`src/rtl/ysyx_25040105_ifu_pkg.sv`:
```
// Shared definitions for the instruction fetch unit: widths, reset PC and FSM encodings.
package ysyx_25040105_ifu_pkg;

  localparam int          IFU_XLEN     = 32;
  localparam logic [31:0] IFU_RESET_PC = 32'h8000_0000;

  // Two-bit fetch FSM encoding
  typedef enum logic [1:0] {
    S_REQ  = 2'd0,
    S_WAIT = 2'd1,
    S_OUT  = 2'd2,
    S_NPC  = 2'd3
  } ifu_state_e;

endpackage

```
`src/rtl/ysyx_25040105_reg.sv`:
```
// Generic register with write enable and a parameterised synchronous reset value.
module ysyx_25040105_reg #(
  parameter int               WIDTH     = 32,
  parameter logic [WIDTH-1:0] RESET_VAL = '0
) (
  input  logic             clk,
  input  logic             rst,
  input  logic             we,
  input  logic [WIDTH-1:0] d,
  output logic [WIDTH-1:0] q
);

  logic [WIDTH-1:0] q_q;

  // Load d when enabled; reset wins over write
  always_ff @(posedge clk) begin
    if (rst) begin
      q_q <= RESET_VAL;
    end else if (we) begin
      q_q <= d;
    end
  end

  assign q = q_q;

endmodule

```
`src/rtl/ysyx_25040105_ifu.sv`:
```
// Instruction fetch unit: one instruction in flight, registered handshakes toward imem and decode.
module ysyx_25040105_ifu
  import ysyx_25040105_ifu_pkg::*;
#(
  parameter int               XLEN     = IFU_XLEN,
  parameter logic [XLEN-1:0]  RESET_PC = IFU_RESET_PC
) (
  input  logic            clk,
  input  logic            rst,
  output logic            imem_req_valid,
  input  logic            imem_req_ready,
  output logic [XLEN-1:0] imem_req_addr,
  input  logic            imem_rsp_valid,
  input  logic [XLEN-1:0] imem_rsp_data,
  input  logic            imem_rsp_err,
  output logic            out_valid,
  input  logic            out_ready,
  output logic [31:0]     out_inst,
  output logic [XLEN-1:0] out_pc,
  output logic            out_fault,
  input  logic            npc_valid,
  input  logic [XLEN-1:0] npc,
  output logic [31:0]     fetch_cnt
);

  ifu_state_e      state_q, state_d;
  logic            req_valid_q, req_valid_d;
  logic            out_valid_q, out_valid_d;
  logic [31:0]     inst_q, inst_d;
  logic            fault_q, fault_d;
  logic [XLEN-1:0] pc_q, pc_d;
  logic            pc_we;
  logic            cnt_we;
  logic [31:0]     cnt_q;

  // PC register: reloaded only when commit hands over the next PC
  ysyx_25040105_reg #(
    .WIDTH     (XLEN),
    .RESET_VAL (RESET_PC)
  ) u_pc_reg (
    .clk (clk),
    .rst (rst),
    .we  (pc_we),
    .d   (npc),
    .q   (pc_q)
  );

  // Delivered-instruction counter, wraps naturally at 2^32
  ysyx_25040105_reg #(
    .WIDTH     (32),
    .RESET_VAL (32'd0)
  ) u_cnt_reg (
    .clk (clk),
    .rst (rst),
    .we  (cnt_we),
    .d   (cnt_q + 32'd1),
    .q   (cnt_q)
  );

  // Next-state and next-output computation; valids are derived from the next state
  // so the handshake outputs come straight from flops
  always_comb begin
    state_d = state_q;
    inst_d  = inst_q;
    fault_d = fault_q;
    pc_we   = 1'b0;
    cnt_we  = 1'b0;

    unique case (state_q)
      S_REQ: begin
        if (pc_q[1:0] != 2'b00) begin
          // Misaligned PC never reaches the bus; report it as a fetch fault
          inst_d  = 32'd0;
          fault_d = 1'b1;
          state_d = S_OUT;
        end else if (req_valid_q && imem_req_ready) begin
          state_d = S_WAIT;
        end
      end
      S_WAIT: begin
        if (imem_rsp_valid) begin
          inst_d  = imem_rsp_err ? 32'd0 : imem_rsp_data[31:0];
          fault_d = imem_rsp_err;
          state_d = S_OUT;
        end
      end
      S_OUT: begin
        if (out_valid_q && out_ready) begin
          cnt_we  = 1'b1;
          state_d = S_NPC;
        end
      end
      S_NPC: begin
        if (npc_valid) begin
          pc_we   = 1'b1;
          state_d = S_REQ;
        end
      end
      default: state_d = S_REQ;
    endcase

    pc_d        = pc_we ? npc : pc_q;
    req_valid_d = (state_d == S_REQ) && (pc_d[1:0] == 2'b00);
    out_valid_d = (state_d == S_OUT);
  end

  // FSM state and registered outputs; reset drops any in-flight fetch
  always_ff @(posedge clk) begin
    if (rst) begin
      state_q     <= S_REQ;
      req_valid_q <= 1'b0;
      out_valid_q <= 1'b0;
      inst_q      <= 32'd0;
      fault_q     <= 1'b0;
    end else begin
      state_q     <= state_d;
      req_valid_q <= req_valid_d;
      out_valid_q <= out_valid_d;
      inst_q      <= inst_d;
      fault_q     <= fault_d;
    end
  end

  assign imem_req_valid = req_valid_q;
  assign imem_req_addr  = pc_q;
  assign out_valid      = out_valid_q;
  assign out_inst       = inst_q;
  assign out_pc         = pc_q;
  assign out_fault      = fault_q;
  assign fetch_cnt      = cnt_q;

endmodule

```
`config.mk`:
```
export PLATFORM = sky130hd
export DESIGN_NAME = ysyx_25040105_ifu
export DESIGN_NICKNAME = d
export VERILOG_FILES = /design/src/rtl/ysyx_25040105_ifu_pkg.sv /design/src/rtl/ysyx_25040105_reg.sv /design/src/rtl/ysyx_25040105_ifu.sv
export SDC_FILE = /design/constraint.sdc
export NUM_CORES = 1
export LEC_CHECK = 0
export BUFFER_PORTS_ARGS = -buffer_cell sky130_fd_sc_hd__buf_2
export CAP_MARGIN = 20
export CORE_MARGIN = 2
export CORE_UTILIZATION = 42
export CTS_CLUSTER_SIZE = 16
export DETAILED_ROUTE_END_ITERATION = 8
export PLACE_DENSITY = 0.78
export SYNTH_ARGS = -nofsm -noshare
export SYNTH_HDL_FRONTEND = slang
export SYNTH_SLANG_ARGS = --single-unit
```
`constraint.sdc`:
```
create_clock -name clk -period 1.96 [get_ports clk]
set_clock_uncertainty 0.1 [all_clocks]
set_input_delay 0.196 -clock clk [delete_from_list [all_inputs] [get_ports clk]]
set_output_delay 0.196 -clock clk [all_outputs]
set_load 0.05 [all_outputs]
```
==> run metrics <==
outcome complete, no violations; clock sink count 101; flip-flop and latch count after synthesis 101; area grow syn2layout 45.1%; top library cells by usage in the layout, fill and taps aside buf_2 (201), dfxtp_1 (78), nand2_1 (75); Post-DP HPWL 8.22 mm; worst slack at placement -0.00909 ns; final net count 795; latest clock arrival within the worst-skew pair 0.36 ns; proportion of register bits with asynchronous set or reset after synthesis 0; Pins Over Slew Limit 0; Net Count, Synth 560; met2 GRT Util 0.422; routed wire length per instance 14.7 um; Slowest cell on crit path or4_4; most common cell after layout, fill and taps aside buf_2; aggregate global routing overflow 0; Post-DRT Antenna Nets 0; transition time at the pin with the least slew margin 0.345 ns; cell count after synthesis 488; chip height 104 um; pin count of the biggest net entering global routing 46; antenna violations before repair 0; routability-driven placement congestion ratio 0.850; first-pass GRT wire length 20.3 mm; Area contributors post-synth dfxtp_1 (48%), nand2_1 (6.7%), a21oi_1 (6.4%), a22oi_1 (5.8%), buf_4 (5.8%); power density relative to cell area 704 mW/mm2; Worst Hold Slack 0.00580 ns; number of global-route vias before repair 4309; Post-Syn Area 0.00418 mm2; worst hold path class input port to flip-flop; portion of the post-synthesis area used by sequential elements 0.484; number of distinct library cells after synthesis 37; Critical Path Fanout Max 6; timing-limited maximum frequency 523 MHz; first-pass iteration count of the detailed router 4; clock root buffer clkbuf_8; # DRC 0; Ports 202; Avg Cell Area, Syn 8.56 um2; detailed-route via count 4431; Leakage 2.72 nW; starting density of the core 0.429; drt first-iter violations 337; arrival time reported for the critical path endpoint 2.07 ns; TritonCTS clock tree yes; met1 Resource Use GR 0.255; Setup crit end kind flip-flop; startpoint type of the worst setup path flip-flop; Max rail drop VDD 0.409 mV; type of the setup path with the least slack flip-flop to flip-flop; Chip Width 104 um; Filler cells 812; share of the core filled with cells 0.623; instance count along the most critical hold path 3; max-cap check violation count 0; Post-synth EDFFs 0; num rows 36; Warnings, synthesis 0; cells traversed along the worst timing path nand4_1 -> or4_4 -> nor4_2 -> mux2_2; Core Box Area 0.00973 mm2; CTS H-tree lvls 3; Die Area 0.0108 mm2; IO buf count 201; Overall Power 4.27 mW; area post-placement 0.00522 mm2; met3 layer usage reported by global route 0.0415; Data required, critical path 2.12 ns; post-layout minimum cycle time 1.91 ns; primary flip-flop cell chosen by synthesis mapping dfxtp_1; clock-pin slew reported for the worst setup and hold paths after clock tree synthesis 0.09 ns; Clock Tree Buf Depth 2; area share of the leading cell type in the synthesized netlist 0.484; total setup violations reported at the end of the flow 0; total routed wirelength 12.6 mm; highest cell delay on the worst timing path 0.59 ns; global routing usage summed across all routing layers 0.230; ratio of cells with drive above 1 in the final layout 0.374; slew margin rel. 0.770; final setup margin 0.0490 ns; Register-to-Register Path Depth 4; number of buffers created by CTS 9; mean number of vias per cell 5.15; final design area excluding fillers 0.00606 mm2; ant diodes 0; busiest grt layer met2; top cell type by total area after synthesis dfxtp_1; final hold violation count 0; period utilization 0.975
==> kinds of logic after synthesis <==
group           count (synthesis)  synth area share
xor+xnor                        9            0.0189
compound gates                109             0.161
buf+inv                        64            0.0866
simple gates                  200             0.236
mux                             4            0.0105
fa+ha+maj                       1           0.00300
flops                         101             0.484
==> through the flow <==
| stage | instances | setup TNS [ns] |
|---|---|---|
| after floorplan | 488 | -0.0202 |
| after global placement | 780 | 0 |
| after global routing | 860 | -0.0179 |
| after CTS | 858 | 0 |
| final | 860 | 0 |
| after detailed placement | 780 | -0.00909 |
==> power breakdown <==
part,total (mW),switching (mW),leakage (nW),internal [mW]
combinational,0.934,0.598,1.81,0.336
clock,1.17,0.679,0.0855,0.487
sequential,2.17,0.0473,0.829,2.12
total,4.27,1.32,2.72,2.94
==> cells in the mapped netlist (4+ instances only) <==
master    number
dfxtp_1      101
nand2_1       75
a21oi_1       53
nor2_1        46
a22oi_1       32
buf_4         32
clkbuf_1      28
nand4_1       17
or4_1         12
o31ai_1       11
or3_1         11
o21ai_0        9
nand3_1        8
xor2_1         8
and3_1         6
and4_1         5
and2_1         4
nor2b_1        4
==> what timing repair did <==
action                                  in CTS  in global routing
buffers inserted                             0                  2
hold buffers                                63                  0
pin swaps                                    0                  3
gates resized for setup                      1                  5
gates cloned                                 0                  0
endpoints found under the setup margin       1                  8
endpoints found under the hold margin       63                  0
==> layer usage <==
| layer | up-vias | part of all wire | routed length [um] |
|---|---|---|---|
| met5 | - | 0 | 0 |
| met4 | 0 | 0.028 | 351 |
| met3 | 29 | 0.050 | 626 |
| met2 | 175 | 0.52 | 6570 |
| met1 | 2072 | 0.40 | 5060 |
| li1 | 2155 | - | - |
==> sequential cells by signal, summed over array words and instances (netlist names) <==
register,cells
imem_req_valid,1
out_fault,1
out_inst,32
out_valid,1
state_q,2
u_cnt_reg.q,32
u_pc_reg.q,32
==> worst paths after layout <==
path / startpoint / slack (ns) / end
worst max-delay path: u_cnt_reg.q[7] / 0.05 / u_cnt_reg.q[31]
worst min-delay path: imem_rsp_data[29] / 0.006 / out_inst[29]
worst max register to register: u_cnt_reg.q[7] / 0.05 / u_cnt_reg.q[31]
worst min register to register: out_fault / 0.36 / out_fault
==> critical path: cells and delay by family, from the launching register on <==
kind          cells  cell delay [ns]
mux               1             0.36
simple gates      3             0.97
flops             1             0.37
==> final cells by class <==
type                    instances  area [um2]  share of cell area
flip-flops and latches        101        2080               0.343
clock inverters                 4        23.8             0.00392
well taps                     133         166              0.0275
inverters                       3        11.3             0.00186
multi-input cells             323        1830               0.302
repair buffers                285        1810               0.298
clock buffers                  11         141              0.0233
(Power assumes the default switching activity.)
